`src/rtl/spi_pkg.sv`:
```
// rtl/spi_pkg.sv - shared constants, command codes and FSM state type for the SPI slave front end
package spi_pkg;

    localparam int FRAME_W     = 10;
    localparam int DATA_W      = 8;
    localparam int TX_WAIT_MAX = 4;

    localparam logic [1:0] CMD_WR_ADDR = 2'b00;
    localparam logic [1:0] CMD_WR_DATA = 2'b01;
    localparam logic [1:0] CMD_RD_ADDR = 2'b10;
    localparam logic [1:0] CMD_RD_DATA = 2'b11;

    typedef enum logic [2:0] {
        ST_IDLE      = 3'd0,
        ST_CHK_CMD   = 3'd1,
        ST_WRITE     = 3'd2,
        ST_READ_ADD  = 3'd3,
        ST_READ_DATA = 3'd4,
        ST_WAIT_TX   = 3'd5,
        ST_SHIFT_TX  = 3'd6,
        ST_DONE      = 3'd7
    } state_e;

endpackage

```
`src/rtl/spi_slave_ctrl_if.sv`:
```
// rtl/spi_slave_ctrl_if.sv - SPI pin and RAM-port bundle between the slave front end and its environment
interface spi_slave_ctrl_if;
    import spi_pkg::*;

    logic               SS_n;
    logic               MOSI;
    logic               MISO;
    logic [FRAME_W-1:0] rx_data;
    logic               rx_valid;
    logic [DATA_W-1:0]  tx_data;
    logic               tx_valid;

    modport slave (
        input  SS_n, MOSI, tx_data, tx_valid,
        output MISO, rx_data, rx_valid
    );

    modport master (
        output SS_n, MOSI, tx_data, tx_valid,
        input  MISO, rx_data, rx_valid
    );

endinterface

```
`src/rtl/spi_tx_shifter.sv`:
```
// rtl/spi_tx_shifter.sv - loads the RAM read byte and drives it onto MISO MSB first
module spi_tx_shifter
    import spi_pkg::*;
(
    input  logic              clk,
    input  logic              rst_n,
    input  logic              load,
    input  logic              clr,
    input  logic [DATA_W-1:0] data,
    output logic              miso,
    output logic              done
);
    localparam int CNT_W = $clog2(DATA_W);

    logic [DATA_W-1:0] byte_q, byte_d;
    logic [CNT_W-1:0]  cnt_q, cnt_d;
    logic              active_q, active_d;

    // bit7 is presented the cycle after load; the last bit is held until cnt reaches DATA_W-1
    always_comb begin
        byte_d   = byte_q;
        cnt_d    = cnt_q;
        active_d = active_q;
        if (clr) begin
            active_d = 1'b0;
            cnt_d    = '0;
        end else if (load) begin
            byte_d   = data;
            cnt_d    = '0;
            active_d = 1'b1;
        end else if (active_q) begin
            if (cnt_q == CNT_W'(DATA_W - 1)) begin
                active_d = 1'b0;
                cnt_d    = '0;
            end else begin
                byte_d = {byte_q[DATA_W-2:0], 1'b0};
                cnt_d  = cnt_q + 1'b1;
            end
        end
    end

    // shifter state registers
    always_ff @(posedge clk or negedge rst_n) begin
        if (!rst_n) begin
            byte_q   <= '0;
            cnt_q    <= '0;
            active_q <= 1'b0;
        end else begin
            byte_q   <= byte_d;
            cnt_q    <= cnt_d;
            active_q <= active_d;
        end
    end

    assign miso = active_q & byte_q[DATA_W-1];
    assign done = active_q & (cnt_q == CNT_W'(DATA_W - 1));

endmodule

```
`src/rtl/spi_slave_ctrl.sv`:
```
// rtl/spi_slave_ctrl.sv - SPI slave serial front end: MOSI frame deserialiser and MISO read-byte serialiser
module spi_slave_ctrl
    import spi_pkg::*;
(
    input  logic            clk,
    input  logic            rst_n,
    spi_slave_ctrl_if.slave bus
);
    localparam int CNT_W  = $clog2(FRAME_W + 1);
    localparam int WAIT_W = $clog2(TX_WAIT_MAX + 1);

    state_e              state_q, state_d;
    logic [FRAME_W-1:0]  shift_q, shift_d;
    logic [FRAME_W-1:0]  rx_data_q, rx_data_d;
    logic                rx_valid_q, rx_valid_d;
    logic                rd_addr_flag_q, rd_addr_flag_d;
    logic [CNT_W-1:0]    bit_cnt_q, bit_cnt_d;
    logic [WAIT_W-1:0]   wait_cnt_q, wait_cnt_d;
    logic                tx_load, tx_clr, tx_done, tx_miso;
    logic                frame_full, wait_expired;

    assign frame_full   = (bit_cnt_q == CNT_W'(FRAME_W));
    assign wait_expired = (wait_cnt_q == WAIT_W'(TX_WAIT_MAX - 1));

    // FSM state register
    always_ff @(posedge clk or negedge rst_n) begin
        if (!rst_n) state_q <= ST_IDLE;
        else        state_q <= state_d;
    end

    // next state; SS_n high always returns to IDLE
    always_comb begin
        state_d = state_q;
        if (bus.SS_n) begin
            state_d = ST_IDLE;
        end else begin
            case (state_q)
                ST_IDLE:      state_d = ST_CHK_CMD;
                ST_CHK_CMD:   state_d = !bus.MOSI      ? ST_WRITE :
                                        rd_addr_flag_q ? ST_READ_DATA : ST_READ_ADD;
                ST_WRITE,
                ST_READ_ADD:  if (frame_full) state_d = ST_DONE;
                ST_READ_DATA: if (frame_full) state_d = ST_WAIT_TX;
                ST_WAIT_TX:   if (bus.tx_valid)    state_d = ST_SHIFT_TX;
                              else if (wait_expired) state_d = ST_DONE;
                ST_SHIFT_TX:  if (tx_done) state_d = ST_DONE;
                default:      state_d = state_q;
            endcase
        end
    end

    // datapath updates: frame shifting, rx commit, read-address flag, tx wait counter
    always_comb begin
        shift_d        = shift_q;
        rx_data_d      = rx_data_q;
        rx_valid_d     = 1'b0;
        rd_addr_flag_d = rd_addr_flag_q;
        bit_cnt_d      = bit_cnt_q;
        wait_cnt_d     = wait_cnt_q;
        tx_load        = 1'b0;
        tx_clr         = 1'b0;
        if (bus.SS_n) begin
            bit_cnt_d  = '0;
            wait_cnt_d = '0;
            tx_clr     = 1'b1;
            // the read byte counts as consumed once the read-data frame was accepted
            if (state_q == ST_WAIT_TX || state_q == ST_SHIFT_TX) rd_addr_flag_d = 1'b0;
        end else begin
            case (state_q)
                ST_CHK_CMD: begin
                    shift_d   = {shift_q[FRAME_W-2:0], bus.MOSI};
                    bit_cnt_d = CNT_W'(1);
                end
                ST_WRITE, ST_READ_ADD, ST_READ_DATA: begin
                    if (frame_full) begin
                        rx_data_d  = shift_q;
                        rx_valid_d = 1'b1;
                        bit_cnt_d  = '0;
                        if (state_q == ST_READ_ADD) rd_addr_flag_d = 1'b1;
                    end else begin
                        shift_d   = {shift_q[FRAME_W-2:0], bus.MOSI};
                        bit_cnt_d = bit_cnt_q + 1'b1;
                    end
                end
                ST_WAIT_TX: begin
                    if (bus.tx_valid) begin
                        tx_load        = 1'b1;
                        rd_addr_flag_d = 1'b0;
                        wait_cnt_d     = '0;
                    end else if (wait_expired) begin
                        rd_addr_flag_d = 1'b0;
                        wait_cnt_d     = '0;
                    end else begin
                        wait_cnt_d = wait_cnt_q + 1'b1;
                    end
                end
                default: ;
            endcase
        end
    end

    // datapath registers
    always_ff @(posedge clk or negedge rst_n) begin
        if (!rst_n) begin
            shift_q        <= '0;
            rx_data_q      <= '0;
            rx_valid_q     <= 1'b0;
            rd_addr_flag_q <= 1'b0;
            bit_cnt_q      <= '0;
            wait_cnt_q     <= '0;
        end else begin
            shift_q        <= shift_d;
            rx_data_q      <= rx_data_d;
            rx_valid_q     <= rx_valid_d;
            rd_addr_flag_q <= rd_addr_flag_d;
            bit_cnt_q      <= bit_cnt_d;
            wait_cnt_q     <= wait_cnt_d;
        end
    end

    spi_tx_shifter u_tx_shifter (
        .clk   (clk),
        .rst_n (rst_n),
        .load  (tx_load),
        .clr   (tx_clr),
        .data  (bus.tx_data),
        .miso  (tx_miso),
        .done  (tx_done)
    );

    assign bus.MISO     = tx_miso;
    assign bus.rx_data  = rx_data_q;
    assign bus.rx_valid = rx_valid_q;

endmodule
```
`src/flat_wrapper.sv`:
```
// flat-port wrapper written by rule: the top's interface ports become plain ports
module spi_slave_ctrl_flat import spi_pkg::*;
  (clk, rst_n, bus_SS_n, bus_MOSI, bus_tx_data, bus_tx_valid, bus_MISO, bus_rx_data, bus_rx_valid);
  spi_slave_ctrl_if bus_i ();
  input  logic clk;
  input  logic rst_n;
  input wire logic [$bits(bus_i.SS_n)-1:0] bus_SS_n;
  input wire logic [$bits(bus_i.MOSI)-1:0] bus_MOSI;
  input wire logic [$bits(bus_i.tx_data)-1:0] bus_tx_data;
  input wire logic [$bits(bus_i.tx_valid)-1:0] bus_tx_valid;
  output wire logic [$bits(bus_i.MISO)-1:0] bus_MISO;
  output wire logic [$bits(bus_i.rx_data)-1:0] bus_rx_data;
  output wire logic [$bits(bus_i.rx_valid)-1:0] bus_rx_valid;
  assign bus_i.SS_n = bus_SS_n;
  assign bus_i.MOSI = bus_MOSI;
  assign bus_i.tx_data = bus_tx_data;
  assign bus_i.tx_valid = bus_tx_valid;
  assign bus_MISO = bus_i.MISO;
  assign bus_rx_data = bus_i.rx_data;
  assign bus_rx_valid = bus_i.rx_valid;
  spi_slave_ctrl u_core (.clk(clk), .rst_n(rst_n), .bus(bus_i));
endmodule
```
`config.mk`:
```
export PLATFORM = sky130hd
export DESIGN_NAME = spi_slave_ctrl_flat
export DESIGN_NICKNAME = d
export VERILOG_FILES = /design/src/rtl/spi_pkg.sv /design/src/rtl/spi_slave_ctrl_if.sv /design/src/rtl/spi_tx_shifter.sv /design/src/rtl/spi_slave_ctrl.sv /design/src/flat_wrapper.sv
export SDC_FILE = /design/constraint.sdc
export NUM_CORES = 1
export LEC_CHECK = 0
export ABC_AREA = 1
export CAP_MARGIN = 20
export CORE_ASPECT_RATIO = 1.5
export CORE_UTILIZATION = 47
export CTS_CLUSTER_DIAMETER = 100
export CTS_CLUSTER_SIZE = 10
export DETAILED_ROUTE_END_ITERATION = 10
export GPL_ROUTABILITY_DRIVEN = 0
export PLACE_DENSITY = 0.79
export SYNTH_ARGS = -nofsm -noshare
export SYNTH_HDL_FRONTEND = slang
export SYNTH_SLANG_ARGS = --single-unit
```
`constraint.sdc`:
```
create_clock -name clk -period 4.51 [get_ports clk]
set_clock_uncertainty 0.2 [all_clocks]
set_input_delay 0.6765 -clock clk [delete_from_list [all_inputs] [get_ports clk]]
set_output_delay 0.6765 -clock clk [all_outputs]
set_load 0.02 [all_outputs]
```
==> results.sh <==
export IMPL_synth_warnings=0
export IMPL_overflow=0
export IMPL_slew_violations=0
export IMPL_grt_pass1_vias=1662
export IMPL_grt_pass1_wl_um=7130
export IMPL_crit_path_top_delay_cell="clkdlybuf4s50_1"
export IMPL_layout_drive_gt1_share_pct=14.2
export IMPL_vias_per_cell=5.20
export IMPL_violations="DRC"
export IMPL_synth_area_top_cells="dfrtp_1 (50%), nand2_1 (12%), nand3_1 (6.1%)"
export IMPL_cts_setup_buffers=0
export IMPL_multi_input_area_sq_um=912
export IMPL_path_cells="clkdlybuf4s50_1 -> inv_1 -> nand4_2 -> nand2_2 -> nand2_1 -> o21ai_1"
export IMPL_cpPeakStageDelay_ps=560
export IMPL_cts_made_buffers=5
export IMPL_power_w=0.00116
export IMPL_die_area_sq_um=4990
export IMPL_cts_tree="yes"
export IMPL_synth_seq_area_share_pct=49.8
export IMPL_fillers=416
export IMPL_rsz0062_at_grt="false"
export IMPL_max_slew_margin_pct=35.2
export IMPL_ys_types=27
export IMPL_power_density_nw_per_um2=454
export IMPL_cp_data_required_time_ps=4530
export IMPL_max_clock_freq_mhz=418
export IMPL_cts_max_level=2
export IMPL_hold_class="reg2reg"
export IMPL_synth_edf_count=0
export IMPL_fin_crit_sh_pct=53.1
export IMPL_antenna_found_initial=0
export IMPL_nNetsFinal=291
export IMPL_netlist_instances=249
export IMPL_synth_common_cells="nand2_1 (69), dfrtp_1 (44), inv_1 (29)"
export IMPL_dr_first_iter_drc_count=75
export IMPL_end_kind="flip-flop"
export IMPL_peakVddDrop_uv=217
export IMPL_worst_pin_slew_ps=973
export IMPL_cts_root_buf="clkbuf_8"
export IMPL_hold_path_depth=2
export IMPL_clock_latency_ps=300
export IMPL_antenna_diode_count=0
export IMPL_ctsResizeCount=0
export IMPL_rows=30
export IMPL_path_buf_inv=2
export IMPL_post_route_min_period_ps=2390
export IMPL_fp_dieW_um=58.0
export IMPL_ys_ff_latch=44
export IMPL_rr_worst_depth=7
export IMPL_hold_viol=0
export IMPL_grt_max_degree=45
export IMPL_hpwl_um=2950
export IMPL_cts_sinks=44
export IMPL_synth_top_area_share_pct=49.8
export IMPL_r2r_slack_ps=2620
export IMPL_p_leak_nw=1.25
export IMPL_drc=5
export IMPL_grt_use_total_pct=18.5
export IMPL_port_buffer_count=24
export IMPL_synth_cell_area_sq_um=2210
export IMPL_totalWireLength_um=4060
export IMPL_reg2reg_to="u_core.u_tx_shifter.byte_q[6]"
export IMPL_worst_setup_path_type="in2reg"
export IMPL_hp_start="u_core.bus.rx_data[5]"
export IMPL_coreArea_sq_um=4500
export IMPL_tns_ps=0
export IMPL_io_pins=25
export IMPL_r2r_start="u_core.u_tx_shifter.cnt_q[0]"
export IMPL_outcome="finished, violations left"
export IMPL_syn_area_per_cell_sq_um=8.88
export IMPL_clk_path_buf_depth=2
export IMPL_worst_ep_arrival_time_ps=2410
export IMPL_path_delay_family="buffers and inverters"
export IMPL_die_h_um=86.0
export IMPL_worstSetupStartpointType="input pin"
export IMPL_synth_top_area_cell="dfrtp_1"
export IMPL_synth_most_common_cell="nand2_1"
export IMPL_synth_ff_type="dfrtp_1"
export IMPL_layout_area_seq_sq_um=1100
export IMPL_initial_core_util_pct=49.1
export IMPL_critPathMaxFanout=20
export IMPL_dr_total_vias=1675
export IMPL_hold_end="u_core.bus.rx_data[5]"
export IMPL_hold_buffers=0
export IMPL_ant_nets=0
export IMPL_synth_async_reset_ratio_pct=100
export IMPL_areaGrowthSynthToFinish_pct=15.2
export IMPL_syn_nets=267
export IMPL_wire_per_inst_um=12.6
export IMPL_clk_pin_slew_ps=90
export IMPL_first_pass_iters=9
export IMPL_setup_violations=0
export IMPL_drv_cap=0
-- where the power goes --
group	leakage [nW]	switching [W]	internal, W
clock network	0.0548	0.000141	0.000167
logic	0.597	0.000209	0.000105
registers	0.596	0.0000620	0.000472
-- layout by cell type, fill, tap and decap left out, types with 2 or more instances in the layout --
cell type / count
nand2_1: 69
dfrtp_1: 44
inv_1: 29
nand3_1: 27
clkdlybuf4s50_1: 23
o21ai_2: 15
o21ai_0: 13
nor2_1: 12
ha_1: 5
clkbuf_8: 5
inv_2: 4
nand2_2: 3
nor2_4: 2
nand3_4: 2
o21ai_1: 2
a21oi_1: 2
xor2_1: 2
nand4_1: 2
-- logic make-up (layout without fill, tap and decap cells) --
group	after synthesis	count (layout)	share of synthesized area [%]
buf+inv	40	65	8.99
xor+xnor	2	2	0.792
fa+ha+maj	5	5	2.83
flops	44	44	49.8
compound gates	35	35	10.9
simple gates	122	122	26.3
mux	1	1	0.453
-- per-layer routing --
layer / vias up / track usage, % / wire, um
li1: 843 / - / -
met1: 789 / 21.0 / 1680
met2: 32 / 33.1 / 2160
met3: 11 / 2.87 / 109
met4: 0 / 9.09 / 108
met5: - / 0 / 0
-- worst reg2reg max path: cells and delay by family, from the launching register on --
| kind | cells | cell delay (ps) |
|---|---|---|
| AO/OA/AOI/OAI | 1 | 90 |
| flip-flops | 1 | 390 |
| adder cells (fa/ha/maj) | 2 | 420 |
| AND/OR/NAND/NOR | 4 | 730 |
-- area by class of cell --
class | count | area share (%)
inverters | 33 | 4.86
flip-flops and latches | 44 | 43.2
clock buffers | 5 | 2.70
repair buffers | 24 | 9.23
clock inverters | 3 | 1.82
well taps | 48 | 2.36
multi-input cells | 165 | 35.8
-- worst max path at each step --
stage | startpoint | end | slack (ps) | depth (start not counted)
3_3_place_gp | bus_SS_n | u_core.shift_q[6] | 1900 | 5
3_5_place_dp | bus_SS_n | u_core.shift_q[5] | 1810 | 5
4_1_cts | bus_SS_n | u_core.shift_q[9] | 2110 | 6
6_report | bus_SS_n | u_core.shift_q[9] | 2120 | 6
5_1_grt | bus_SS_n | u_core.shift_q[9] | 1960 | 6
2_1_floorplan | bus_SS_n | u_core.shift_q[5] | 2680 | 7
-- state kept, by name (all words and copies together) (netlist names), 3 cells and up --
signal                      count
u_core.bit_cnt_q                4
u_core.bus.rx_data             10
u_core.shift_q                 10
u_core.state_q                  3
u_core.u_tx_shifter.byte_q      8
u_core.u_tx_shifter.cnt_q       3
u_core.wait_cnt_q               3
-- through the flow --
step	instances	hold WS, ps	area [sq um]	utilization, %	setup WS (ps)
after detailed placement	314	268	2430	54.0	1810
after CTS	322	290	2550	56.6	2110
final	322	287	2550	56.6	2120
after global placement	314	257	2430	54.0	1900
after floorplan	249	181	2210	-	2680
after global routing	322	303	2550	56.6	1960
No activity file was read; power rests on OpenSTA's default activity.
